**src/rtl/load_store_unit.sv**
```systemverilog
// RV32I memory-stage load/store unit; define LSU_TIMEOUT_EN to abort loads after BUS_TIMEOUT idle cycles.
// Latency: zero-wait store frees the pipe 2 cycles after acceptance, load returns wb_valid 3 cycles after.
// Backpressure: stall holds upstream while an access is accepted or outstanding; gnt/rvalid waits extend it.
module load_store_unit #(
  parameter int BUS_TIMEOUT = 255
) (
  input  logic        clk,
  input  logic        rst,
  input  logic        ex_valid,
  input  logic        ex_is_load,
  input  logic        ex_is_store,
  input  logic [2:0]  ex_funct3,
  input  logic [31:0] ex_addr,
  input  logic [31:0] ex_wdata,
  input  logic [4:0]  ex_rd,
  output logic        stall,
  output logic        dbus_req,
  output logic        dbus_we,
  output logic [31:0] dbus_addr,
  output logic [3:0]  dbus_be,
  output logic [31:0] dbus_wdata,
  input  logic        dbus_gnt,
  input  logic        dbus_rvalid,
  input  logic [31:0] dbus_rdata,
  output logic        wb_valid,
  output logic [4:0]  wb_rd,
  output logic [31:0] wb_data,
  output logic        misalign_exc,
  output logic        bus_err,
  output logic [31:0] fault_addr
);

  typedef enum logic [1:0] {IDLE, REQ, WAIT_RSP} state_t;

  typedef struct packed {
    logic        we;
    logic [31:0] addr;
    logic [3:0]  be;
    logic [31:0] wdata;
    logic [4:0]  rd;
    logic [2:0]  funct3;
  } req_t;

`ifdef LSU_TIMEOUT_EN
  localparam bit TMO_EN = 1'b1;
`else
  localparam bit TMO_EN = 1'b0;
`endif
  localparam logic [7:0] TMO_LAST = 8'(BUS_TIMEOUT - 1);

  state_t      state_q, state_d;
  req_t        req_q, new_req;
  logic [7:0]  tmo_cnt;
  logic        offered, legal, misaligned, accept, fault, timeout;
  logic [7:0]  ld_byte;
  logic [15:0] ld_half;
  logic [31:0] ld_data;

  // Decode the offered operation; a load wins when both flags are set.
  always_comb begin
    offered = ex_valid & (ex_is_load | ex_is_store);
    if (ex_is_load)
      legal = ex_funct3 inside {3'b000, 3'b001, 3'b010, 3'b100, 3'b101};
    else
      legal = ex_funct3 inside {3'b000, 3'b001, 3'b010};
    case (ex_funct3[1:0])
      2'b01:   misaligned = ex_addr[0];
      2'b10:   misaligned = |ex_addr[1:0];
      default: misaligned = 1'b0;
    endcase
    new_req.we     = ~ex_is_load;
    new_req.addr   = ex_addr;
    new_req.rd     = ex_rd;
    new_req.funct3 = ex_funct3;
    case (ex_funct3[1:0])
      2'b00: begin
        new_req.be    = 4'b0001 << ex_addr[1:0];
        new_req.wdata = {4{ex_wdata[7:0]}};
      end
      2'b01: begin
        new_req.be    = ex_addr[1] ? 4'b1100 : 4'b0011;
        new_req.wdata = {2{ex_wdata[15:0]}};
      end
      default: begin
        new_req.be    = 4'b1111;
        new_req.wdata = ex_wdata;
      end
    endcase
    accept = (state_q == IDLE) & offered & legal & ~misaligned;
    fault  = (state_q == IDLE) & offered & ~(legal & ~misaligned);
  end

  // Lane select and extension of the returned word.
  always_comb begin
    case (req_q.addr[1:0])
      2'b00:   ld_byte = dbus_rdata[7:0];
      2'b01:   ld_byte = dbus_rdata[15:8];
      2'b10:   ld_byte = dbus_rdata[23:16];
      default: ld_byte = dbus_rdata[31:24];
    endcase
    ld_half = req_q.addr[1] ? dbus_rdata[31:16] : dbus_rdata[15:0];
    case (req_q.funct3)
      3'b000:  ld_data = {{24{ld_byte[7]}}, ld_byte};
      3'b001:  ld_data = {{16{ld_half[15]}}, ld_half};
      3'b100:  ld_data = {24'd0, ld_byte};
      3'b101:  ld_data = {16'd0, ld_half};
      default: ld_data = dbus_rdata;
    endcase
  end

  assign timeout = TMO_EN && (state_q == WAIT_RSP) && !dbus_rvalid && (tmo_cnt == TMO_LAST);

  always_comb begin
    state_d = state_q;
    stall   = 1'b0;
    case (state_q)
      IDLE: begin
        stall = accept;
        if (accept) state_d = REQ;
      end
      REQ: begin
        stall = 1'b1;
        if (dbus_gnt) state_d = req_q.we ? IDLE : WAIT_RSP;
      end
      WAIT_RSP: begin
        stall = 1'b1;
        if (dbus_rvalid || timeout) state_d = IDLE;
      end
      default: state_d = IDLE;
    endcase
  end

  always_ff @(posedge clk or posedge rst) begin
    if (rst) state_q <= IDLE;
    else     state_q <= state_d;
  end

  always_ff @(posedge clk or posedge rst) begin
    if (rst) begin
      req_q        <= '0;
      dbus_req     <= 1'b0;
      wb_valid     <= 1'b0;
      wb_rd        <= '0;
      wb_data      <= '0;
      misalign_exc <= 1'b0;
      bus_err      <= 1'b0;
      fault_addr   <= '0;
      tmo_cnt      <= '0;
    end else begin
      wb_valid     <= 1'b0;
      misalign_exc <= 1'b0;
      bus_err      <= 1'b0;
      if (accept) begin
        req_q    <= new_req;
        dbus_req <= 1'b1;
      end
      if (state_q == REQ && dbus_gnt) dbus_req <= 1'b0;
      if (fault) begin
        misalign_exc <= 1'b1;
        fault_addr   <= ex_addr;
      end
      if (state_q == WAIT_RSP && dbus_rvalid) begin
        wb_valid <= 1'b1;
        wb_rd    <= req_q.rd;
        wb_data  <= ld_data;
      end
      if (timeout) begin
        bus_err    <= 1'b1;
        fault_addr <= req_q.addr;
      end
      // Counter restarts every time the FSM passes through REQ.
      if (state_q == REQ)           tmo_cnt <= '0;
      else if (state_q == WAIT_RSP) tmo_cnt <= tmo_cnt + 8'd1;
    end
  end

  assign dbus_we    = req_q.we;
  assign dbus_addr  = {req_q.addr[31:2], 2'b00};
  assign dbus_be    = req_q.be;
  assign dbus_wdata = req_q.wdata;

endmodule

```
**config.mk**
```make
export PLATFORM = sky130hd
export DESIGN_NAME = load_store_unit
export DESIGN_NICKNAME = d
export VERILOG_FILES = /design/src/rtl/load_store_unit.sv
export SDC_FILE = /design/constraint.sdc
export NUM_CORES = 1
export LEC_CHECK = 0
export CAP_MARGIN = 20
export CORE_ASPECT_RATIO = 0.75
export CORE_MARGIN = 2
export CORE_UTILIZATION = 30
export DETAILED_ROUTE_END_ITERATION = 12
export PLACE_DENSITY = 0.65
export REMOVE_ABC_BUFFERS = 1
export SYNTH_ARGS = -nofsm -noshare
export SYNTH_HDL_FRONTEND = slang
export SYNTH_SLANG_ARGS = --single-unit
export TNS_END_PERCENT = 10
```
**constraint.sdc**
```tcl
create_clock -name clk -period 9.7 [get_ports clk]
set_input_delay 2.425 -clock clk [delete_from_list [all_inputs] [get_ports clk]]
set_output_delay 2.425 -clock clk [all_outputs]
set_load 0.05 [all_outputs]
```
======== Yosys cells after proc, flatten, opt, wreduce, memory -nomap -nowiden ========
Cells that the tools add are included.
cells by class
  eq/ne operators ......................... 16
  shift-type cells ........................ 1
  muxes and demuxes ....................... 17
  bitwise operators ....................... 10
  reduce and logical (&&, ||, !) cells .... 13
operators by type and width
  cell                                             number
  one-hot mux 32 bit (4 select lines)              1
  one-hot mux 36 bit (2 select lines)              1
  one-hot mux 8 bit (3 select lines)               1
  two-way mux 16 bit                               1
  == test 3 bit, second input constant             4
  two-way mux 2 bit                                4
  bitwise AND 1 bit                                6
  == test 2 x 1 -> 1 bit, second input constant    3
  == test 2 bit, second input constant             3
  == test 3 x 1 -> 1 bit, second input constant    2
  zero test 2 bit                                  3
  zero test 3 bit                                  2
  inequality test 2 bit, second input constant     3
  one-hot mux 2 bit (3 select lines)               1
  two-way mux 1 bit                                5
  nonzero test 5 bit                               1
  two-way mux 4 bit                                1
  one-hot mux 1 bit (2 select lines)               2
  OR reduction 2 bit                               2
  << shifter 1 x 2 -> 4 bit, first input constant  1
  == test 3 x 2 -> 1 bit, second input constant    1
  NOT 1 bit                                        3
  AND reduction 3 bit                              1
  nonzero test 3 bit                               1
  other kinds (3)                                  4
word-level totals
  register bits ........................... 151
  input bits .............................. 111
  word-level logic and storage cells ...... 70

======== Longest topological paths before layout ========
  word-level depth ........................ 7
  gate-level depth with buffers ........... 10

======== Worst setup path after synthesis ========
OpenSTA, ideal clock, no wires.
  kind .................................... input to output
  start point ............................. input port ex_funct3[1]
  end point ............................... output port stall
  data arrival time ....................... 4288 ps
  required time ........................... 7275 ps
  slack ................................... 2987 ps
  stages .................................. 8
  cell sequence ........................... clkbuf_1 -> inv_1 -> ha_1 -> o21a_1 -> o21a_1 -> nor3_4 -> buf_2 -> o21ba_2
between the ends
  longest elaborated chain between the ends .. 6
  elaborated cells on any way between the ends .. 15
  classes of those cells .................. eq/ne (6); mux (3); bitwise (3); reduce/logical (3)
ends and longest elaborated chain
  what                                                             line    text
  start, declared                                                  12      input logic [2:0] ex_funct3,
  == test 3 x 1 -> 1 bit, or another cell as far along             63, 65
  nonzero test 5 bit / nonzero test 3 bit (equally long branches)  63, 65
  two-way mux 1 bit                                                62      if (ex_is_load)
  bitwise AND 1 bit                                                89      accept = (state_q == IDLE) & offered & legal & ~misaligned;
  bitwise AND 1 bit *                                              89
  one-hot mux 1 bit (2 select lines) *                             116     case (state_q)
  end, declared                                                    16      output logic stall,
Every way passes the cells marked *; elsewhere a longest branch is shown, timed or not.

======== Worst setup path after layout ========
Ends and elaborated chain as after synthesis.

==> results.ini <==
[status]
status = completed

[synthesis]
netlist_instances = 627
avgSynthCellArea_um2 = 11.7
ys_ff_latch = 151
ys.flop_type = dfrtp_1
synth_edf_count = 0
syn-cell-area_um2 = 7310
async_flop_share_pct = 100
synth-seq-area-share_pct = 51.7
synth.distinct_cells = 44
ys_warn_count = 0

[sta]
setup_violations = 0
hold_violations = 0
timing.slew.headroom_pct = 40.1
fin_crit_sh_pct = 79.7
fin_skew_ns = 0.0135
min_period_ns = 7.73
tightest_slew_ns = 0.898
maxSlewViolCount = 0
rsz0062_at_grt = no
fmax_ghz = 0.129
fin_setup_tns_ns = 0

[grt]
grt_overflow = 0
grt_usage_pct = 15.9
grt_max_degree = 107
grt_antenna_before_repair = 0
grt_first_pass_wirelength_mm = 31.6
grt_pass1_vias = 5599

[min_path]
holdPathStages = 2
hold_path.class = flip-flop to flip-flop

[clock_network]
cts_hold_buf = 0
path_clk_slew_ns = 0.06
cts_resized = 0
cts.htree.levels = 4
clock_sinks = 151
cts_root_buf = clkbuf_16
postCtsSetupBuffers = 0
clk_latency_ns = 0.42
cts_tree = yes
numCtsBuffers = 17
clk_path_buf_depth = 2

[finish]
antenna_cells = 0
final_nets = 923
area_delta_synth_final_pct = 40.1
stdcell_area_um2 = 10200
drive_gt1_share_pct = 21.8
fin_util_pct = 42.7

[placement]
portBuffers = 250
hpwlAfterDp_mm = 13.9
place_area_um2 = 9620
gp_congestion = 0.781

[power]
leakagePower_nw = 4.25
powerDensity_nw_per_um2 = 405
worst_ir_drop_vdd_mv = 0.207

[route]
firstDrtPassIters = 4
viasPerCell = 4.63
drc_errors = 0
drt_iter0_markers = 304
ant_nets = 0
wl_per_cell_um = 17.4
dr_total_vias = 5324
totalWireLength_mm = 19.9

[worst_setup_path]
r2r_cells = 7
critPathArrivalTime_ns = 5.31
endpoint_kind = output pin
crit_required_ns = 7.28
crit_fanout = 20
crit_type = input port to output pin
crit_path_start_kind = input port

[floorplan]
fp.dieW_um = 184
coreArea_um2 = 24000
dieArea_um2 = 25600
num_rows = 49
start_util_pct = 30.5
ios = 254
die-height_um = 139

[run]
drv_cap = 0

==> state kept, by name, summed over array words and instances, names as in the netlist, 2 cells and up <==
| name | cells |
|---|---|
| dbus_addr | 30 |
| dbus_be | 4 |
| dbus_wdata | 32 |
| fault_addr | 32 |
| req_q | 10 |
| state_q | 2 |
| wb_data | 32 |
| wb_rd | 5 |
==> layout by cell type, fill, tap and decap left out, types with 3 or more instances in the layout <==
cell and instances:
dfrtp_1 151, buf_4 9, a211oi_1 7, ha_1 7
o21ai_0 14, nand3_1 34, clkdlybuf4s50_1 250, clkbuf_16 17
nand2_1 71, mux2i_1 4, nand3b_1 7, nor3_1 15
a22o_1 8, conb_1 3, clkinv_4 3, o21a_1 4
mux2_2 113, inv_6 4, nor2b_1 4, nor2_1 16
mux2_4 10, nand2b_1 3, inv_1 8, a22oi_1 8
a31o_2 7, a21oi_1 9, o211ai_1 3
==> power by group <==
part / leakage (nW) / total, mW / switching (mW) / internal [mW]
Combinational: 2.16 / 2.33 / 1.49 / 0.844
Clock: 0.293 / 0.681 / 0.284 / 0.398
Sequential: 1.80 / 1.13 / 0.192 / 0.939
==> stage by stage <==
step | std cells | power [mW] | setup WS, ns | hold WS (ns)
floorplan | 526 | 2.65 | 1.53 | 0.435
global placement | 1116 | 3.47 | 2.08 | 0.449
detailed placement | 1116 | 3.48 | 1.97 | 0.456
CTS | 1148 | 4.19 | 1.97 | 0.479
global route | 1149 | 4.36 | 1.81 | 0.497
finish | 1149 | 4.14 | 1.97 | 0.468
==> per-layer routing <==
| metal | track usage (%) | vias to the layer above | wire [um] | part of all wire, % |
|---|---|---|---|---|
| li1 | - | 2486 | - | - |
| met1 | 20.1 | 2591 | 8660 | 43 |
| met2 | 23.8 | 232 | 8720 | 44 |
| met3 | 8.46 | 15 | 2380 | 12 |
| met4 | 3.87 | 0 | 189 | 0.95 |
| met5 | 0 | - | 0 | 0 |
==> synth_stat cells (2+ instances only) <==
master | number | share of area (%)
o21ai_0 | 14 | 0.96
nand3b_1 | 7 | 0.72
nand2b_1 | 3 | 0.26
a31o_2 | 7 | 0.84
buf_4 | 69 | 7.1
nor2_1 | 16 | 0.82
o2bb2ai_1 | 2 | 0.24
mux2_4 | 10 | 2.1
a21oi_1 | 9 | 0.62
clkbuf_1 | 15 | 0.77
nor3_1 | 15 | 1.0
inv_1 | 9 | 0.46
nand2_1 | 71 | 3.6
mux2_2 | 113 | 17
nor4_1 | 2 | 0.17
buf_6 | 5 | 0.77
nand3_1 | 34 | 2.3
a22o_1 | 8 | 0.96
mux2i_1 | 4 | 0.55
o211ai_1 | 3 | 0.31
a211oi_1 | 7 | 0.72
buf_1 | 4 | 0.21
o21a_1 | 4 | 0.41
a22oi_1 | 8 | 0.82
ha_1 | 7 | 1.2
dfrtp_1 | 151 | 52
nor2b_1 | 4 | 0.34
buf_2 | 10 | 0.68
==> path summary, 6_finish.rpt <==
kind                         startpoint             end  slack (ns)
setup / recovery           ex_funct3[1]           stall        1.97
hold / removal                 req_q[3]        wb_rd[0]        0.47
setup reg to reg             state_q[0]  dbus_wdata[12]        6.64
hold reg to reg                req_q[3]        wb_rd[0]        0.47
max in group asynchronous           rst  fault_addr[20]        6.01
min in group asynchronous           rst  fault_addr[16]        2.39
==> worst max-delay path, stage by stage <==
cell and delay [ns]:
clkdlybuf4s50_1 0.45, buf_4 0.20, inv_1 0.09, ha_1 0.43, or2_2 0.45, a2bb2oi_2 0.26, nor3_4 0.06, o21ba_2 0.22
clkdlybuf4s50_1 0.71
==> layout make-up <==
type                            count  area [um2]
Clock inverter                     12         141
Fill cell                        2244       13700
Multi-Input combinational cell    366        2820
Timing Repair Buffer              260        2600
Clock buffer                       20         457
Sequential cell                   151        3780
Tap cell                          331         414
Inverter                            9        38.8
==> logic make-up (layout without fill, tap and decap cells) <==
family          after synthesis  in the layout  share of synthesized area, %
compound gates               72             72                          7.12
other cells                   1              3                        0.0513
fa+ha+maj                     7              7                          1.20
flops                       151            151                          51.7
buf+inv                     112            301                          9.98
mux                         127            127                          20.0
simple gates                157            157                          9.93
(Power assumes the default switching activity.)
